--- src/rtl/conv2d_stream_engine.sv ---
// KxK signed 2-D convolution over an IMG_W x IMG_H image with run-time stride; one result per pixel on a valid/ready port.
// Define CONV_RELU_EN to clamp negative results to zero at the MAC->OUT transition.
module conv2d_stream_engine #(
  parameter int DATA_W = 8,
  parameter int K      = 3,
  parameter int IMG_W  = 16,
  parameter int IMG_H  = 16,
  parameter int ADDR_W = 16,
  parameter int ACC_W  = 24
) (
  input  logic              i_clk,
  input  logic              i_rst_n,
  input  logic              i_start,
  input  logic [ADDR_W-1:0] i_src_base,
  input  logic [ADDR_W-1:0] i_kern_base,
  input  logic [2:0]        i_stride,
  output logic              o_src_rd,
  output logic [ADDR_W-1:0] o_src_addr,
  input  logic [DATA_W-1:0] i_src_data,
  output logic              o_kern_rd,
  output logic [ADDR_W-1:0] o_kern_addr,
  input  logic [DATA_W-1:0] i_kern_data,
  output logic [ACC_W-1:0]  o_res_data,
  output logic              o_res_valid,
  input  logic              i_res_ready,
  output logic              o_busy,
  output logic              o_done,
  output logic              o_err
);
  localparam int KK = K * K;
  localparam int IW = $clog2(KK + 1);
  localparam int RW = (K > 1) ? $clog2(K) : 1;

  typedef enum logic [2:0] {S_IDLE, S_LOAD_K, S_MAC, S_OUT, S_DONE} state_t;
  state_t r_state, w_state_nxt;

  logic [ADDR_W-1:0]        r_src_base, r_kern_base, r_ox_off, r_oy_off;
  logic [2:0]               r_stride;
  logic [IW-1:0]            r_idx, r_rd_idx;
  logic [RW-1:0]            r_r, r_c;
  logic                     r_rd_d, r_err;
  logic [ACC_W-1:0]         r_acc, r_res;
  logic signed [DATA_W-1:0] r_kern [KK];

  logic                         w_start_ok, w_idx_end, w_issue;
  logic                         w_last_x, w_last_y, w_last_px;
  logic signed [2*DATA_W-1:0]   w_prod;
  logic [ACC_W+2*DATA_W-1:0]    w_prod_wide;
  logic [ACC_W-1:0]             w_sum, w_res_nxt;
  logic [ADDR_W-1:0]            w_src_addr;

  assign w_start_ok = i_start && (i_stride != 3'd0);
  assign w_idx_end  = (r_idx == IW'(KK));
  assign w_issue    = ((r_state == S_LOAD_K) || (r_state == S_MAC)) && !w_idx_end;

  // Last column/row reached when one more stride would push the window past the edge.
  assign w_last_x  = (int'(r_ox_off) + int'(r_stride) + K) > IMG_W;
  assign w_last_y  = (int'(r_oy_off) + int'(r_stride) + K) > IMG_H;
  assign w_last_px = w_last_x && w_last_y;

  assign w_prod      = $signed(i_src_data) * r_kern[r_rd_idx];
  assign w_prod_wide = {{ACC_W{w_prod[2*DATA_W-1]}}, w_prod};
  assign w_sum       = r_acc + w_prod_wide[ACC_W-1:0];
`ifdef CONV_RELU_EN
  assign w_res_nxt = w_sum[ACC_W-1] ? '0 : w_sum;
`else
  assign w_res_nxt = w_sum;
`endif

  assign w_src_addr = r_src_base +
    ADDR_W'((int'(r_oy_off) + int'(r_r)) * IMG_W + int'(r_ox_off) + int'(r_c));

  assign o_kern_rd   = w_issue && (r_state == S_LOAD_K);
  assign o_kern_addr = o_kern_rd ? (r_kern_base + ADDR_W'(r_idx)) : '0;
  assign o_src_rd    = w_issue && (r_state == S_MAC);
  assign o_src_addr  = o_src_rd ? w_src_addr : '0;
  assign o_res_data  = r_res;
  assign o_res_valid = (r_state == S_OUT);
  assign o_busy      = (r_state != S_IDLE);
  assign o_done      = (r_state == S_DONE);
  assign o_err       = r_err;

  always_ff @(posedge i_clk) begin
    if (!i_rst_n) r_state <= S_IDLE;
    else          r_state <= w_state_nxt;
  end

  always_comb begin
    w_state_nxt = r_state;
    case (r_state)
      S_IDLE:   if (w_start_ok) w_state_nxt = S_LOAD_K;
      S_LOAD_K: if (w_idx_end) w_state_nxt = S_MAC;
      S_MAC:    if (w_idx_end) w_state_nxt = S_OUT;
      S_OUT:    if (i_res_ready) w_state_nxt = w_last_px ? S_DONE : S_MAC;
      S_DONE:   w_state_nxt = S_IDLE;
      default:  w_state_nxt = S_IDLE;
    endcase
  end

  always_ff @(posedge i_clk) begin
    if (!i_rst_n) begin
      r_src_base  <= '0;
      r_kern_base <= '0;
      r_stride    <= '0;
      r_ox_off    <= '0;
      r_oy_off    <= '0;
      r_idx       <= '0;
      r_rd_idx    <= '0;
      r_r         <= '0;
      r_c         <= '0;
      r_rd_d      <= 1'b0;
      r_err       <= 1'b0;
      r_acc       <= '0;
      r_res       <= '0;
    end else begin
      r_err  <= (r_state == S_IDLE) && i_start && (i_stride == 3'd0);
      r_rd_d <= w_issue;
      if (w_issue) r_rd_idx <= r_idx;
      case (r_state)
        S_IDLE: begin
          if (w_start_ok) begin
            r_src_base  <= i_src_base;
            r_kern_base <= i_kern_base;
            r_stride    <= i_stride;
            r_ox_off    <= '0;
            r_oy_off    <= '0;
            r_idx       <= '0;
            r_r         <= '0;
            r_c         <= '0;
          end
        end
        S_LOAD_K, S_MAC: begin
          if (w_issue) begin
            r_idx <= r_idx + 1'b1;
            if (r_c == RW'(K - 1)) begin
              r_c <= '0;
              r_r <= r_r + 1'b1;
            end else begin
              r_c <= r_c + 1'b1;
            end
          end else begin
            r_idx <= '0;
            r_r   <= '0;
            r_c   <= '0;
          end
          // Clear on the first read; data returns one cycle later, so no overlap with accumulation.
          if (r_state == S_MAC) begin
            if (w_issue && (r_idx == '0)) r_acc <= '0;
            else if (r_rd_d)              r_acc <= w_sum;
            if (w_idx_end) r_res <= w_res_nxt;
          end
        end
        S_OUT: begin
          if (i_res_ready && !w_last_px) begin
            if (w_last_x) begin
              r_ox_off <= '0;
              r_oy_off <= r_oy_off + ADDR_W'(r_stride);
            end else begin
              r_ox_off <= r_ox_off + ADDR_W'(r_stride);
            end
          end
        end
        default: ;
      endcase
    end
  end

  always_ff @(posedge i_clk) begin
    if ((r_state == S_LOAD_K) && r_rd_d) r_kern[r_rd_idx] <= i_kern_data;
  end

endmodule

--- config.mk ---
export PLATFORM = sky130hd
export DESIGN_NAME = conv2d_stream_engine
export DESIGN_NICKNAME = d
export VERILOG_FILES = /design/src/rtl/conv2d_stream_engine.sv
export SDC_FILE = /design/constraint.sdc
export NUM_CORES = 1
export LEC_CHECK = 0
export BUFFER_PORTS_ARGS = -buffer_cell sky130_fd_sc_hd__buf_2
export CAP_MARGIN = 25
export CORE_MARGIN = 2
export CORE_UTILIZATION = 60
export CTS_BUF_LIST = sky130_fd_sc_hd__clkbuf_8
export CTS_CLUSTER_DIAMETER = 120
export DETAILED_ROUTE_END_ITERATION = 8
export PLACE_DENSITY = 0.92
export SLEW_MARGIN = 25
export SYNTH_ARGS = -nofsm -noshare
export SYNTH_HDL_FRONTEND = slang
export SYNTH_SLANG_ARGS = --single-unit
--- constraint.sdc ---
create_clock -name i_clk -period 15.75 [get_ports i_clk]
set_input_delay 1.575 -clock i_clk [delete_from_list [all_inputs] [get_ports i_clk]]
set_output_delay 1.575 -clock i_clk [all_outputs]
set_load 0.01 [all_outputs]
[Word-level counts from Yosys, hierarchy flattened]
Memories as Yosys holds them, arrays and structs flattened. A register that Yosys moved wholly into a read port is not among the register bits.
Cells that the tools add are included.
Storage, ports and cells
  bits in registers: 132
  bits in writable memories: 72
  output and inout bits: 62
  logic and storage cells: 107
  memories kept: 1
Memories
  r_kern: words 9, width 8, rd ports 1, clocked after memory_dff 1, write ports 1, line 43  | logic signed [DATA_W-1:0] r_kern [KK];
Operators by class
  $add $sub $neg: 15
  multiply operators: 1
  magnitude comparators: 2
  equal/unequal tests: 13
  multiplexer cells: 31
  reduce and logical (&&, ||, !) cells: 30
Operators with widths (count)
  $mux W16: 7
  $pmux W16 S2: 2
  $mux W24: 2
  $add A17 B2 Y18 const B: 2
  $gt A18 B5 Y1 const B: 2
  $add A16 B3 Y17: 2
  $add A16 B16 Y16: 2
  $add A16 B3 Y16: 2
  $add A24 B24 Y24: 1
  $add A16 B2 Y16: 1
  $add A16 B4 Y16: 1
  $mul A8 B8 Y16: 1
  $mux W4: 4
  $mux W3: 5
  $add A12 B2 Y12: 1
  $pmux W3 S4: 1
  $reduce_and A3 Y1: 4
  $logic_and A1 B1 Y1: 10
  $mux W2: 5
  $pmux W2 S2: 2
  $pmux W4 S2: 1
  $reduce_and A4 Y1: 2
  $eq A3 B2 Y1 const B: 2
  $logic_not A3 Y1: 2
  17 further kinds: 28

[Depth between registers and ports, before layout]
  depth after elaboration: 8
  gate-level depth with buffers: 33
  mapped depth without buffers: 31

[Worst setup path before layout]
No wires, ideal clock.
  kind: register -> register
  from: reg (tool-made name)
  to: reg r_acc[22]
  arrival time: 8.132 ns
  slack: 7.548 ns
  cell stages (with the launch flop): 32
  cells stage by stage: dfxtp_1 clkbuf_1 buf_2 mux4_2 mux2i_1 nor2_1 a21oi_1 or2_2 fa_1 fa_1 inv_1 fa_1 inv_1 fa_1 inv_1 ha_1 nand2_1 o21ai_0 o41ai_1 a21oi_1 mux2i_1 nor2_1 ha_1 clkbuf_1 a21oi_1 nor3b_1 inv_1 a31oi_1 o21ai_0 o31ai_1 mux2_2 a21oi_1
RTL lines
  to (signal assigned): line 149  | else if (r_rd_d) r_acc <= w_sum;
  to (decl): line 42  | logic [ACC_W-1:0] r_acc, r_res;

==> metrics.md <==
| Metric | Value |
|---|---|
| Status | `finished, final reports clean` |
| Root buf cell | `clkbuf_8` |
| Minimum clock period | `9.08 ns` |
| R2r setup slk | `6.67 ns` |
| Synthesized Nets | `1,792` |
| Final hold vios | `0` |
| Clock transition at path regs | `0.06 ns` |
| Remaining DRCs | `0` |
| Core outline area | `23,500 um^2` |
| Relative slew slack | `0.316` |
| Compound-Gate Fraction of Synth Area | `0.143` |
| Share of layout cells above drive strength 1 | `0.133` |
| Die Span Y | `158 um` |
| DR vias/cell | `5.88` |
| Syn Area/Cell | `9.13 um^2` |
| Slowest-stage cell, CP | `dfxtp_2` |
| Max Slew Vio Count | `0` |
| Worst Tran Pin Value | `1.02 ns` |
| Pre-Repair DR Iteration Count | `5` |
| Post-Syn Instances | `1,566` |
| Synth Area in XOR/XNOR | `0.0478` |
| Final WL | `33.7 mm` |
| Yosys top cell area share | `0.190` |
| CTS sink cnt | `208` |
| Die width | `158 um` |
| Largest family of logic cells by synthesized area | `adder cells` |
| Fraction of the mapped netlist area in adder cells | `0.189` |
| Sum Neg Setup Slack | `0 ns` |
| Iter 0 DRT Violations | `898` |
| Kind of critical path | `flip-flop to flip-flop` |
| Crit path max fanout | `16` |
| Initial antenna violation count | `0` |
| Placed instance count | `1,947` |
| Total GRT Usage | `0.272` |
| #FFs+latches synth | `208` |
| F_max | `110 MHz` |
| Clock Skews | `0.0376 ns` |
| Setup violators final | `0` |
| Yosys Warn Count | `0` |
| Vias | `11,852` |
| Total power | `3.73 mW` |
| Fillcell total | `1,710` |
| Mux cell area share after synthesis | `0.0381` |
| Area Overhead vs Synth | `11.3%` |
| Sequential area share after synthesis | `0.341` |
| H-tree depth | `2` |
| First-pass GRT wire length | `55.2 mm` |
| Commonest non-fill, non-tap cells in the layout | `184 x inv_1, 179 x nand2_1, 137 x a21oi_1, 135 x dfxtp_1, 116 x buf_2` |
| Pin count of the biggest net entering global routing | `56` |
| Synth area leader | `dfxtp_1` |
| Post-layout util | `0.679` |
| DP Wirelength | `24.2 mm` |
| PD cells | `234 nW/um^2` |
| RSZ-0062 raised after global routing | `false` |
| Final period util | `0.576` |
| Initial Util | `0.609` |
| Setup crit end kind | `flip-flop` |
| Asr flop ratio synth | `0` |
| Final nets | `1,893` |
| Maximum vdd drop | `263 uV` |
| FF-to-FF path depth | `28` |
| Grt ovf | `0` |
| Synth Flop Type | `dfxtp_1` |
| ANT cells | `0` |
| Post_cts resized | `0` |
| CP startpoint kind | `flip-flop` |
| HP Class | `flip-flop to flip-flop` |
| Max-cap violations | `0` |
| Post-synthesis simple-gate area fraction | `0.177` |
| Routed len/inst | `16.7 um` |
| DRT antenna net count | `0` |
| Die area | `25,100 um^2` |
| Commonest non-fill, non-tap cell in the layout | `inv_1` |
| Crit path capture | `r_acc[22]` |
| Required time of the worst setup path | `16.22 ns` |
| CTS Hold Bufs | `0` |
| Row count | `56` |
| IO buf count | `116` |
| Worst-Skew Late Latency | `0.56 ns` |
| Vias in the first global route | `11,790` |
| Post-synth EDFFs | `72` |
| Critical R2R Capture | `r_acc[22]` |
| P_leak | `6.82 nW` |
| Area contributors post-synth | `dfxtp_1 19%, edfxtp_1 15%, fa_1 11%` |
| CP peak stage delay | `0.70 ns` |
| Worst EP arrival | `9.55 ns` |
| Fin cells | `2,015` |
| Post-CTS Setup Inserts | `0` |
| Io pins | `117` |
| Post-Syn Area | `14,300 um^2` |
| Distinct cells, synth | `79` |
| Max Buffers Root-to-Sink | `3` |
| Hold Slack | `0.451 ns` |
| Routability cong. | `0.922` |
| CTS tree | `built` |
| CTS buffer count | `37` |
==> how the worst min path moves through the flow <==
stage               slack, ns           start  cells past startpoint              to
finish                   0.45   o_res_data[8]                      2   o_res_data[8]
global placement         0.44  o_res_data[13]                      2  o_res_data[13]
CTS                      0.45   o_res_data[8]                      2   o_res_data[8]
floorplan                0.44  r_src_base[10]                      2  r_src_base[10]
detailed placement       0.44   o_res_data[8]                      2   o_res_data[8]
global route             0.47   o_res_data[5]                      2   o_res_data[5]
==> area by class of cell <==
type | instances | area, um^2 | area share
Tap cell | 319 | 399 | 0.0251
Clock buffer | 42 | 578 | 0.0363
Timing Repair Buffer | 124 | 641 | 0.0402
Inverter | 172 | 646 | 0.0405
Sequential cell | 208 | 4890 | 0.307
Clock inverter | 26 | 249 | 0.0156
Multi-Input combinational cell | 1124 | 8530 | 0.535
==> sequential cells by signal (all words and copies together), names as in the netlist, named ones only <==
name,count
r_ox_off,16
r_src_base,16
r_stride,3
o_err,1
o_res_data,24
r_c,2
r_idx,4
r_r,2
r_rd_d,1
r_kern,72
r_state,3
r_rd_idx,4
r_oy_off,16
r_acc,24
r_kern_base,16
==> synth_stat cells (27+ instances only) <==
cell,n
fa_1,76
a21oi_1,137
ha_1,95
o21ai_0,43
nor2_1,112
xnor2_1,51
dfxtp_1,136
nor2b_1,45
nand2_1,179
xor2_1,27
edfxtp_1,72
nand3_1,31
clkbuf_1,49
inv_1,172
nor3_1,27
==> metrics by stage <==
stage,worst slack (ns),area (um^2)
5_1_grt,6.00,15900
3_5_place_dp,6.52,15100
6_report,6.67,15900
3_3_place_gp,6.88,15100
4_1_cts,6.42,15900
2_1_floorplan,7.55,14300
==> layer usage <==
layer  routed length [um]  up-vias  global-route usage  share of wire
met1                13300     5632               0.327           0.39
met2                16600      524               0.472           0.49
li1                     -     5572                   -              -
met3                 2470      124              0.0479          0.073
met4                 1350        0               0.136          0.040
met5                    0        -                   0              0
==> logic make-up after synthesis <==
kind of cell             after synthesis
AO/OA/AOI/OAI                        320
flip-flops                           208
XOR/XNOR                              78
AND/OR/NAND/NOR                      521
multiplexers                          34
adder cells (fa/ha/maj)              171
buffers and inverters                234
==> power breakdown <==
group	switching (mW)	internal, mW
clock network	0.236	0.329
registers	0.0347	0.582
logic	1.58	0.968
==> critical path: cells and delay by family (launching register included) <==
family	cells	cell delay [ns]
fa+ha+maj	6	2.83
compound gates	9	2.55
simple gates	5	1.36
mux	4	1.35
flops	1	0.70
buf+inv	4	0.23
(Power assumes the default switching activity.)
